File: config.mk
export PLATFORM = sky130hd
export DESIGN_NAME = solver_scheduler
export DESIGN_NICKNAME = d
export VERILOG_FILES = /design/src/rtl/solver_scheduler.sv
export SDC_FILE = /design/constraint.sdc
export NUM_CORES = 1
export LEC_CHECK = 0
export CORE_MARGIN = 1.5
export CORE_UTILIZATION = 35
export DETAILED_ROUTE_END_ITERATION = 10
export GPL_TIMING_DRIVEN = 1
export PLACE_DENSITY = 0.54
export RECOVER_POWER = 25
export SYNTH_ARGS = -nofsm -noshare
export SYNTH_HDL_FRONTEND = slang
export SYNTH_SLANG_ARGS = --single-unit
File: constraint.sdc
create_clock -name clock -period 6.43 [get_ports clock]
set_input_delay 0.643 -clock clock [delete_from_list [all_inputs] [get_ports clock]]
set_output_delay 0.643 -clock clock [all_outputs]
set_load 0.03 [all_outputs]
File: src/rtl/solver_scheduler.sv
// Round-robin scheduler that shares one frame-buffer write port among row-interleaved pattern solvers.
// Optional FRAME_CYCLES_EN adds a saturating frame_cycles counter covering SRST..REL.
module solver_scheduler #(
   parameter int NUM_SOLVERS = 4,
   parameter int NUM_COLUMNS = 640,
   parameter int NUM_ROWS    = 480,
   parameter int ADDR_W      = 19
) (
   input  logic                     clock,
   input  logic                     reset,
   input  logic                     start,
   input  logic [NUM_SOLVERS-1:0]   solver_ready,
   input  logic [4*NUM_SOLVERS-1:0] solver_data,
   output logic                     solver_reset,
   output logic [NUM_SOLVERS-1:0]   solver_cont,
   output logic [ADDR_W-1:0]        mem_addr,
   output logic [3:0]               mem_data,
   output logic                     mem_valid,
   input  logic                     mem_ready,
   output logic                     busy,
`ifdef FRAME_CYCLES_EN
   output logic [31:0]              frame_cycles,
`endif
   output logic                     frame_done
);

   localparam int COL_W = (NUM_COLUMNS > 1) ? $clog2(NUM_COLUMNS) : 1;
   localparam int ROW_W = $clog2(NUM_ROWS + NUM_SOLVERS + 1);
   localparam int GNT_W = (NUM_SOLVERS > 1) ? $clog2(NUM_SOLVERS) : 1;
   localparam logic [ADDR_W-1:0] ROW_STEP = ADDR_W'((NUM_SOLVERS - 1) * NUM_COLUMNS + 1);

   typedef enum logic [2:0] {IDLE, SRST, ARB, WR, REL, DONE} state_t;

   state_t                state;
   logic [COL_W-1:0]      col  [NUM_SOLVERS];
   logic [ROW_W-1:0]      row  [NUM_SOLVERS];
   logic [ADDR_W-1:0]     addr [NUM_SOLVERS];
   logic [GNT_W-1:0]      rr;
   logic                  skip_rr;
   logic [NUM_SOLVERS-1:0] fin;
   logic [NUM_SOLVERS-1:0] eligible;
   logic                  all_fin;
   logic                  found;
   logic [GNT_W-1:0]      grant;
   logic [GNT_W:0]        probe;

   // A solver whose continue just pulsed still shows ready for one cycle, so it is masked right after REL.
   always_comb begin
      for (int i = 0; i < NUM_SOLVERS; i++) begin
         fin[i]      = (row[i] >= ROW_W'(NUM_ROWS));
         eligible[i] = solver_ready[i] & ~fin[i] & ~(skip_rr && (rr == GNT_W'(i)));
      end
      all_fin = &fin;
   end

   // Search upward from the last grant with wrap; the first eligible solver wins.
   always_comb begin
      found = 1'b0;
      grant = rr;
      probe = '0;
      for (int k = 1; k <= NUM_SOLVERS; k++) begin
         probe = {1'b0, rr} + (GNT_W+1)'(k);
         if (probe >= (GNT_W+1)'(NUM_SOLVERS))
            probe = probe - (GNT_W+1)'(NUM_SOLVERS);
         if (!found && eligible[probe[GNT_W-1:0]]) begin
            found = 1'b1;
            grant = probe[GNT_W-1:0];
         end
      end
   end

   always_ff @(posedge clock or posedge reset) begin
      if (reset) begin
         state        <= IDLE;
         rr           <= GNT_W'(NUM_SOLVERS - 1);
         skip_rr      <= 1'b0;
         solver_reset <= 1'b0;
         solver_cont  <= '0;
         mem_addr     <= '0;
         mem_data     <= '0;
         mem_valid    <= 1'b0;
         busy         <= 1'b0;
         frame_done   <= 1'b0;
`ifdef FRAME_CYCLES_EN
         frame_cycles <= '0;
`endif
         for (int i = 0; i < NUM_SOLVERS; i++) begin
            col[i]  <= '0;
            row[i]  <= '0;
            addr[i] <= '0;
         end
      end else begin
         solver_reset <= 1'b0;
         solver_cont  <= '0;
`ifdef FRAME_CYCLES_EN
         if ((state == SRST || state == ARB || state == WR || state == REL) && frame_cycles != 32'hFFFF_FFFF)
            frame_cycles <= frame_cycles + 32'd1;
`endif
         case (state)
            IDLE, DONE: begin
               if (start) begin
                  state        <= SRST;
                  solver_reset <= 1'b1;
                  busy         <= 1'b1;
                  frame_done   <= 1'b0;
`ifdef FRAME_CYCLES_EN
                  frame_cycles <= '0;
`endif
               end
            end
            SRST: begin
               for (int i = 0; i < NUM_SOLVERS; i++) begin
                  col[i]  <= '0;
                  row[i]  <= ROW_W'(i);
                  addr[i] <= ADDR_W'(i * NUM_COLUMNS);
               end
               skip_rr <= 1'b0;
               state   <= ARB;
            end
            ARB: begin
               skip_rr <= 1'b0;
               if (all_fin) begin
                  state      <= DONE;
                  busy       <= 1'b0;
                  frame_done <= 1'b1;
               end else if (found) begin
                  rr        <= grant;
                  mem_addr  <= addr[grant];
                  mem_data  <= solver_data[{grant, 2'b00} +: 4];
                  mem_valid <= 1'b1;
                  state     <= WR;
               end
            end
            WR: begin
               if (mem_ready) begin
                  mem_valid       <= 1'b0;
                  solver_cont[rr] <= 1'b1;
                  state           <= REL;
               end
            end
            REL: begin
               // End of a row jumps over the rows owned by the other solvers.
               if (col[rr] == COL_W'(NUM_COLUMNS - 1)) begin
                  col[rr]  <= '0;
                  row[rr]  <= row[rr] + ROW_W'(NUM_SOLVERS);
                  addr[rr] <= addr[rr] + ROW_STEP;
               end else begin
                  col[rr]  <= col[rr] + COL_W'(1);
                  addr[rr] <= addr[rr] + ADDR_W'(1);
               end
               skip_rr <= 1'b1;
               state   <= ARB;
            end
            default: state <= IDLE;
         endcase
      end
   end

endmodule

==> results of run 1 <==
==> layout make-up <==
class                   count  area [um2]
clock inverters            12         119
flip-flops and latches    181        4530
multi-input cells         637        4500
repair buffers             66         627
inverters                  15        60.1
well taps                 335         419
clock buffers              20         457
fillers                  2581       15600
==> layout by cell type, fill, tap and decap left out, types with 6 or more instances in the layout <==
cell type        instances
nand2_1                104
mux4_2                  34
dfrtp_1                179
or2_2                    6
xor2_1                   9
mux2i_1                 48
o221ai_1                23
nand2b_1                 6
nand3_1                 97
nor2_1                  26
buf_4                   11
inv_1                   13
a22o_1                  26
clkbuf_16               17
o21ai_1                  8
and3_1                   6
ha_1                     7
nor3_1                   9
clkdlybuf4s50_1         53
nand4_1                  7
xnor2_1                 23
o21ai_0                140
a21oi_1                 13
==> stage by stage <==
stage          total power, uW  cells
2_1_floorplan             2760    901
3_3_place_gp              3140   1234
3_5_place_dp              3140   1234
4_1_cts                   4200   1266
5_1_grt                   4390   1266
6_report                  4170   1266
==> worst min-delay path, cell delays in order (launching register included) <==
cell	delay, ns
dfrtp_1	0.34
nand2_1	0.04
o21ai_0	0.06
==> where the power goes <==
part           switching, uW  leakage (uW)  internal [uW]
clock                    488      0.000279            562
combinational           1120       0.00162            624
sequential               125       0.00245           1250
total                   1730       0.00436           2440
==> state kept, by name, summed over array words and instances, names as in the netlist <==
signal	count
busy	1
addr	76
solver_reset	1
mem_addr	19
rr	2
state	3
frame_done	1
row	28
solver_cont	4
col	40
mem_valid	1
skip_rr	1
mem_data	4
==> Yosys cell counts, drive strengths merged (2+ instances only) <==
cell	n
nor4	2
a21oi	13
mux2i	48
ha	7
a21o	2
a22o	27
nor3b	2
clkbuf	44
a31oi	3
xor2	9
mux4	38
xnor2	24
buf	24
nand2b	6
dfrtp	179
a21boi	2
nand3	97
o31ai	4
or2	6
nor2	26
nor3	9
and3	6
o221ai	23
inv	14
and2	4
nand2	104
o21ai	148
dfstp	2
o32ai	2
a32o	4
nand4	7
==> cells by family (layout without fill, tap and decap cells) <==
group / Yosys count / count (layout)
AO/OA/AOI/OAI: 236 / 236
flip-flops: 181 / 181
adder cells (fa/ha/maj): 7 / 7
AND/OR/NAND/NOR: 275 / 275
XOR/XNOR: 33 / 33
buffers and inverters: 83 / 113
multiplexers: 86 / 86
==> path summary, 6_finish.rpt <==
| path | endpoint | cells past startpoint | start |
|---|---|---|---|
| worst max-delay path | mem_addr[18]$_DFFE_PP0P_ | 10 | rr[0]$_DFFE_PP1P_ |
| worst min-delay path | col[16]$_DFFE_PP0P_ | 2 | col[16]$_DFFE_PP0P_ |
| worst max register to register | mem_addr[18]$_DFFE_PP0P_ | 10 | rr[0]$_DFFE_PP1P_ |
| worst min register to register | col[16]$_DFFE_PP0P_ | 2 | col[16]$_DFFE_PP0P_ |
| max in group asynchronous | col[24]$_DFFE_PP0P_ | 3 | reset |
| min in group asynchronous | addr[52]$_DFFE_PP0P_ | 2 | reset |
==> metal layers <==
| metal | routed length, um | up-vias | track usage (%) |
|---|---|---|---|
| met5 | 0 | - | 0 |
| met4 | 364 | 0 | 4.62 |
| met3 | 1170 | 29 | 3.81 |
| met2 | 11300 | 203 | 28.1 |
| met1 | 11900 | 3576 | 26.3 |
| li1 | - | 3362 | - |
==> flow_summary.yaml, run 1 <==
pwr:
  ir_drop_uv: 298
  power_density_nw_per_um2: 389
  power.leakage_uw: 0.00436
logic_synthesis:
  ys_ff_latch: 181
  synth_top_cell_by_area: "dfrtp_1"
  synth_simple_gate_area_share_pct: 13.7
  synth_top_family_by_area: "compound AO/OA/AOI/OAI gates"
  synth_fa_ha_area_share_pct: 0.928
  synth_area_um2: 9440
  yosys_warnings: 0
  yosys.area.top_type_share_pct: 47.5
  synth_ff_type: "dfrtp_1"
  synth_cell_type_count: 55
  synth_compound_area_share_pct: 15.5
  synth-edff-count: 0
  synth-seq-area-share_pct: 48.0
  yosys-top-cells-area: "dfrtp_1 (47%), mux4_2 (8.1%), o21ai_0 (7.4%), nand3_1 (5.1%), mux2i_1 (5.1%)"
  synth_xor_area_share_pct: 3.26
  synth.net_count: 932
  syn_inst: 901
  syn_area_per_cell_um2: 10.5
  ys_async_sr_fraction_pct: 100
  muxShareOfSynthArea_pct: 14.3
die:
  core-area_um2: 26300
  row_count: 59
  chipHeight_um: 167
  die_w_um: 167
  initial_utilization_pct: 35.9
  num_io_pins: 55
  die_area_um2: 28000
sta:
  tns_ns: 0
  rsz0062_at_grt: "no"
  timing.final.ws_setup_ns: 2.23
  min_period_ns: 4.20
  slew_viol_final: 127
  whs_ns: 0.480
  setup_viol: 0
  finalCritPeriodShare_pct: 65.3
  skew_ns: 0.0109
  tightest_slew_ns: 2.76
  hold_viol: 0
  max_clock_freq_mhz: 238
  slew_headroom_pct: -83.8
placement:
  dpl_cell_area_um2: 10100
  dp_hpwl_um: 15300
  dp_slack_ns: 2.31
  gp_congestion: 0.782
  place.port_buffers: 54
hold_path:
  min_path_type: "register to register"
detailed_routing:
  vias: 7170
  drc: 0
  drt_iter0_drc: 618
  drt_wl_total_um: 24700
  via_per_inst: 5.66
  dr.pass1.iters: 5
  post_drt_wl_per_cell_um: 19.5
  ant_nets: 0
worst_setup_path:
  cp_slowest_cell: "or4b_2"
  cpPeakStageDelay_ns: 1.00
  cp_cell_sequence: "clkinv_1, ha_1, nand2_1, nand3_1, nand2_1, nor2_1, or4b_2, nand2b_1, buf_4, o221ai_1"
  worstSetupEndpointType: "register"
  crit_required_ns: 6.78
  crit_type: "register to register"
  crit_arrival_ns: 4.54
  startpoint_type: "register"
  r2r_slack_ns: 2.23
  cp_max_fo: 28
  cp_top_family: "simple AND/OR/NAND/NOR gates"
  critPathBufInv: 2
  cp_common_cell: "nand2_1"
clocking:
  cts.path.max_buffers: 2
  clkTransAtPathRegs_ns: 0.07
  cts.hold.buffers_added: 0
  cts_tree: "yes"
  cts_sinks: 181
  cts_root_buf: "clkbuf_16"
  clk_latency_ns: 0.44
  htree_levels: 4
  cts_buffers: 17
  post_cts_buffers: 0
  ctsResizeCount: 0
grt:
  grt_pass1_wl_um: 40500
  grt.total_usage_pct: 18.3
  antenna_found_initial: 0
  grt_max_degree: 127
  first_global_vias: 7172
  overflow: 0
run:
  cap_viol_max_count: 1
final_layout:
  area_growth_pct: 13.5
  fin_util_pct: 40.8
  design_area_um2: 10700
  drive_gt1_share_pct: 9.77
  nets: 949
  diodes: 0
run_status:
  violations: "capacitance limit, slew limit"
  status: "finished with violations"
(Power assumes the default switching activity.)
==> run 2: changes to the inputs <==
- PLACE_DENSITY: 0.54 -> 0.55
- clock period: 6.43 -> 3.86 ns (I/O delays scaled with it)
==> flow_summary.yaml, run 2 (synthesis gave the netlist of run 1 again) <==
die:
  num_io_pins: 55
  die_area_um2: 28000
  die_w_um: 167
  core-area_um2: 26300
  chipHeight_um: 167
  initial_utilization_pct: 35.9
  row_count: 59
final_layout:
  fin_util_pct: 41.3
  most-common-layout-cells: "dfrtp_1 (179), o21ai_0 (140), nand2_1 (104)"
  reg_top3: "addr: 76 flops, col: 40 flops, row: 28 flops"
  largest_reg_flops: 76
  diodes: 0
  area_growth_pct: 15.0
  layout_commonest_cell: "dfrtp_1"
  drive_gt1_share_pct: 11.0
  regMostFlops: "addr"
  nets: 962
  design_area_um2: 10900
sta:
  min_period_ns: 3.27
  tightest_slew_ns: 1.61
  timing.final.ws_setup_ns: 0.586
  slew_headroom_pct: -7.92
  tns_ns: 0
  rsz0062_at_grt: "no"
  max_clock_freq_mhz: 305
  slew_viol_final: 36
  finalCritPeriodShare_pct: 84.8
  setup_viol: 0
  skew_ns: 0.0155
  hold_viol: 0
clocking:
  post_cts_buffers: 0
  ctsResizeCount: 0
  htree_levels: 4
  cts.hold.buffers_added: 0
  cts_sinks: 181
  cts_tree: "yes"
  cts_buffers: 17
  cts.path.max_buffers: 2
  clkTransAtPathRegs_ns: 0.07
  clk_latency_ns: 0.44
  cts_root_buf: "clkbuf_16"
detailed_routing:
  post_drt_wl_per_cell_um: 19.3
  drt_wl_total_um: 24700
  drc: 0
  ant_nets: 0
  dr.pass1.iters: 5
  vias: 7209
  drt_iter0_drc: 508
  via_per_inst: 5.64
grt:
  grt_max_degree: 81
  first_global_vias: 7110
  grt_pass1_wl_um: 40200
  overflow: 0
  grt.total_usage_pct: 18.3
  antenna_found_initial: 0
worst_setup_path:
  worstSetupEndpointType: "register"
  crit_type: "register to register"
  crit_arrival_ns: 3.57
  cp_max_fo: 25
  startpoint_type: "register"
  crit_required_ns: 4.16
placement:
  place.port_buffers: 54
  dp_slack_ns: 0.591
  gp_congestion: 0.848
  dpl_cell_area_um2: 10300
  dp_hpwl_um: 15600
pwr:
  power_density_nw_per_um2: 650
  power.leakage_uw: 0.00444
  ir_drop_uv: 486
  power_uw: 7060
run:
  cap_viol_max_count: 1
run_status:
  status: "finished with violations"
  violations: "capacitance limit, slew limit"
hold_path:
  min_path_type: "register to register"
run 2: cell types whose count changed in the layout (fill, tap and decap cells not counted):
cell and change:
buf_12 +4, buf_4 +6, clkbuf_2 +3, clkbuf_8 -1
clkinv_2 -2, clkinv_4 -2, clkinvlp_2 +1, inv_6 +3
inv_8 +1
run 2: area by class of cell:
class	instances	area [um2]
Inverter	15	57.6
Timing Repair Buffer	79	767
Clock inverter	13	136
Tap cell	335	419
Multi-Input combinational cell	637	4500
Sequential cell	181	4530
Clock buffer	19	443
Fill cell	2581	15400
run 2: worst paths after layout:
| path | from | end | slack (ns) | depth (start not counted) |
|---|---|---|---|---|
| worst max-delay path | rr[0]$_DFFE_PP1P_ | addr[54]$_DFFE_PP0P_ | 0.59 | 8 |
| worst min-delay path | mem_addr[6]$_DFFE_PP0P_ | mem_addr[6]$_DFFE_PP0P_ | 0.48 | 2 |
| worst max register to register | rr[0]$_DFFE_PP1P_ | addr[54]$_DFFE_PP0P_ | 0.59 | 8 |
| worst min register to register | mem_addr[6]$_DFFE_PP0P_ | mem_addr[6]$_DFFE_PP0P_ | 0.48 | 2 |
| max in group asynchronous | reset | addr[30]$_DFFE_PP0P_ | 1.38 | 3 |
| min in group asynchronous | reset | addr[16]$_DFFE_PP0P_ | 0.78 | 2 |
run 2: critical path: stages, from the launching register on:
cell      delay (ns)
dfstp_2         0.57
buf_12          0.25
mux4_2          0.59
nand2b_1        0.23
nor4_4          0.51
o21ai_0         0.31
a211oi_2        0.27
xnor2_1         0.25
o21ai_1         0.14
run 2: metrics by stage:
stage | hold slack (ns) | cells
global route | 0.511 | 1279
global placement | 0.457 | 1247
detailed placement | 0.473 | 1247
floorplan | 0.442 | 901
CTS | 0.491 | 1279
finish | 0.485 | 1279
run 2: power by group:
part | internal, uW | switching (uW)
registers | 2080 | 130
logic | 1140 | 1940
clock network | 930 | 829
total | 4150 | 2900
run 2: per-layer routing:
layer / vias up / part of all wire (%) / GRT usage, %
li1: 3386 / - / -
met1: 3631 / 49 / 26.4
met2: 171 / 46 / 28.5
met3: 21 / 3.9 / 3.19
met4: 0 / 1.1 / 4.62
met5: - / 0 / 0
==> run 3: changes to the inputs <==
- PLACE_DENSITY: 0.55 -> 0.54
- clock period: 3.86 -> 3.1 ns (I/O delays scaled with it)
==> flow_summary.yaml, run 3 (synthesis gave the netlist of run 1 again) <==
sta:
  whs_ns: 0.226
  tns_ns: 0
  min_period_ns: 2.95
  finalCritPeriodShare_pct: 95.3
  hold_viol: 0
  setup_viol: 0
  skew_ns: 0.0163
  tightest_slew_ns: 1.58
  slew_viol_final: 122
  slew_headroom_pct: -5.66
  max_clock_freq_mhz: 338
  rsz0062_at_grt: "yes"
grt:
  grt_pass1_wl_um: 41200
  antenna_found_initial: 0
  grt.total_usage_pct: 18.4
  grt_max_degree: 81
  first_global_vias: 7392
  overflow: 0
worst_setup_path:
  r2r_slack_ns: 0.15
  crit_required_ns: 3.48
  r2r-end: "row[8]$_DFFE_PP0P_"
  crit_type: "register to register"
  r2r-start: "rr[0]$_DFFE_PP1P_"
  worstSetupEndpointType: "register"
  worstSetupEndpoint: "row[8]$_DFFE_PP0P_"
  r2r_cells: 9
  crit_arrival_ns: 3.33
  startpoint: "rr[0]$_DFFE_PP1P_"
  cp_max_fo: 12
  startpoint_type: "register"
die:
  initial_utilization_pct: 35.9
  core-area_um2: 26300
  row_count: 59
  die_w_um: 167
  chipHeight_um: 167
  die_area_um2: 28000
  num_io_pins: 55
detailed_routing:
  drt_iter0_drc: 569
  ant_nets: 0
  vias: 7346
  via_per_inst: 5.51
  drt_wl_total_um: 25200
  dr.pass1.iters: 8
  post_drt_wl_per_cell_um: 18.9
  drc: 0
final_layout:
  reg_top3: "addr: 76 flops, col: 40 flops, row: 28 flops"
  fillers: 2487
  diodes: 0
  drive_gt1_share_pct: 17.3
  nets: 1016
  most-common-layout-cells: "dfrtp_1 (179), o21ai_0 (140), nand2_1 (102)"
  layout_commonest_cell: "dfrtp_1"
  area_growth_pct: 21.2
  regMostFlops: "addr"
  largest_reg_flops: 76
pwr:
  ir_drop_uv: 430
  power_density_nw_per_um2: 843
  power.leakage_uw: 0.00476
clocking:
  cts_buffers: 17
  cts.hold.buffers_added: 0
  cts.path.max_buffers: 2
  htree_levels: 4
  cts_tree: "yes"
  cts_root_buf: "clkbuf_16"
  cts_sinks: 181
  clk_latency_ns: 0.44
  clkTransAtPathRegs_ns: 0.08
run:
  cap_viol_max_count: 2
run_status:
  status: "finished with violations"
  violations: "capacitance limit, slew limit"
hold_path:
  min_path_type: "input pin to async pin"
placement:
  gp_congestion: 0.831
  place.port_buffers: 54
  dp_hpwl_um: 16000
-- run 3: cell count changes in the layout (fill, tap and decap cells not counted), sizes merged --
cell,before,now
buf,21,75
clkinv,2,7
clkinvlp,4,1
clkbuf,23,22
inv,21,20
-- run 3: power by group --
group	internal [uW]	leakage, uW	switching (uW)
logic	2000	0.00201	2590
registers	2590	0.00245	188
clock network	1170	0.000298	1100
total	5760	0.00476	3880
-- run 3: what timing repair did --
action / in CTS / in global routing
gates resized for setup: 0 / 11
endpoints found under the hold margin: 0 / 0
setup endpoints to repair: 0 / 73
setup buffers: 0 / 13
-- run 3: how the worst min path moves through the flow --
stage / to / slack [ns] / cells past startpoint
finish: mem_addr[15]$_DFFE_PP0P_ / 0.23 / 2
global route: mem_addr[15]$_DFFE_PP0P_ / 0.24 / 2
CTS: mem_addr[15]$_DFFE_PP0P_ / 0.09 / 2
detailed placement: col[12]$_DFFE_PP0P_ / 0.47 / 2
global placement: col[17]$_DFFE_PP0P_ / 0.46 / 2
floorplan: state[2]$_DFFE_PP0P_ / 0.42 / 1
-- run 3: final cells by class --
cell class	instances	area [um2]	share of cell area, %
clock buffers	18	429	3.75
well taps	335	419	3.67
clock inverters	14	184	1.61
flip-flops and latches	181	4530	39.6
repair buffers	133	1220	10.7
multi-input cells	637	4590	40.1
inverters	15	61.3	0.536
-- run 3: worst max-delay path: stages, from the launching register on --
cell and delay [ns]:
dfstp_2 0.61, buf_12 0.18, buf_4 0.16, mux4_2 0.58, nand4b_1 0.24, nor2_1 0.37, buf_4 0.20, nand2_1 0.08
nor2_1 0.29, a22o_1 0.19
-- run 3: routing by layer --
metal / part of all wire (%) / GRT usage, % / vias to the layer above
li1: - / - / 3495
met1: 48 / 26.7 / 3685
met2: 47 / 29.6 / 158
met3: 4.0 / 2.81 / 8
met4: 0.54 / 3.41 / 0
met5: 0 / 0 / -
-- run 3: through the flow --
step                setup WS [ns]  utilization (%)  instances  power [uW]  area [um2]
floorplan                 -0.0616                -        901        5840        9540
global placement           0.0818             40.4       1287        7060       10600
detailed placement         0.0712             40.4       1287        7070       10600
CTS                        0.0524             42.8       1319        9350       11200
global route              -0.0165             43.5       1333       10100       11400
finish                      0.145             43.5       1333        9640       11400
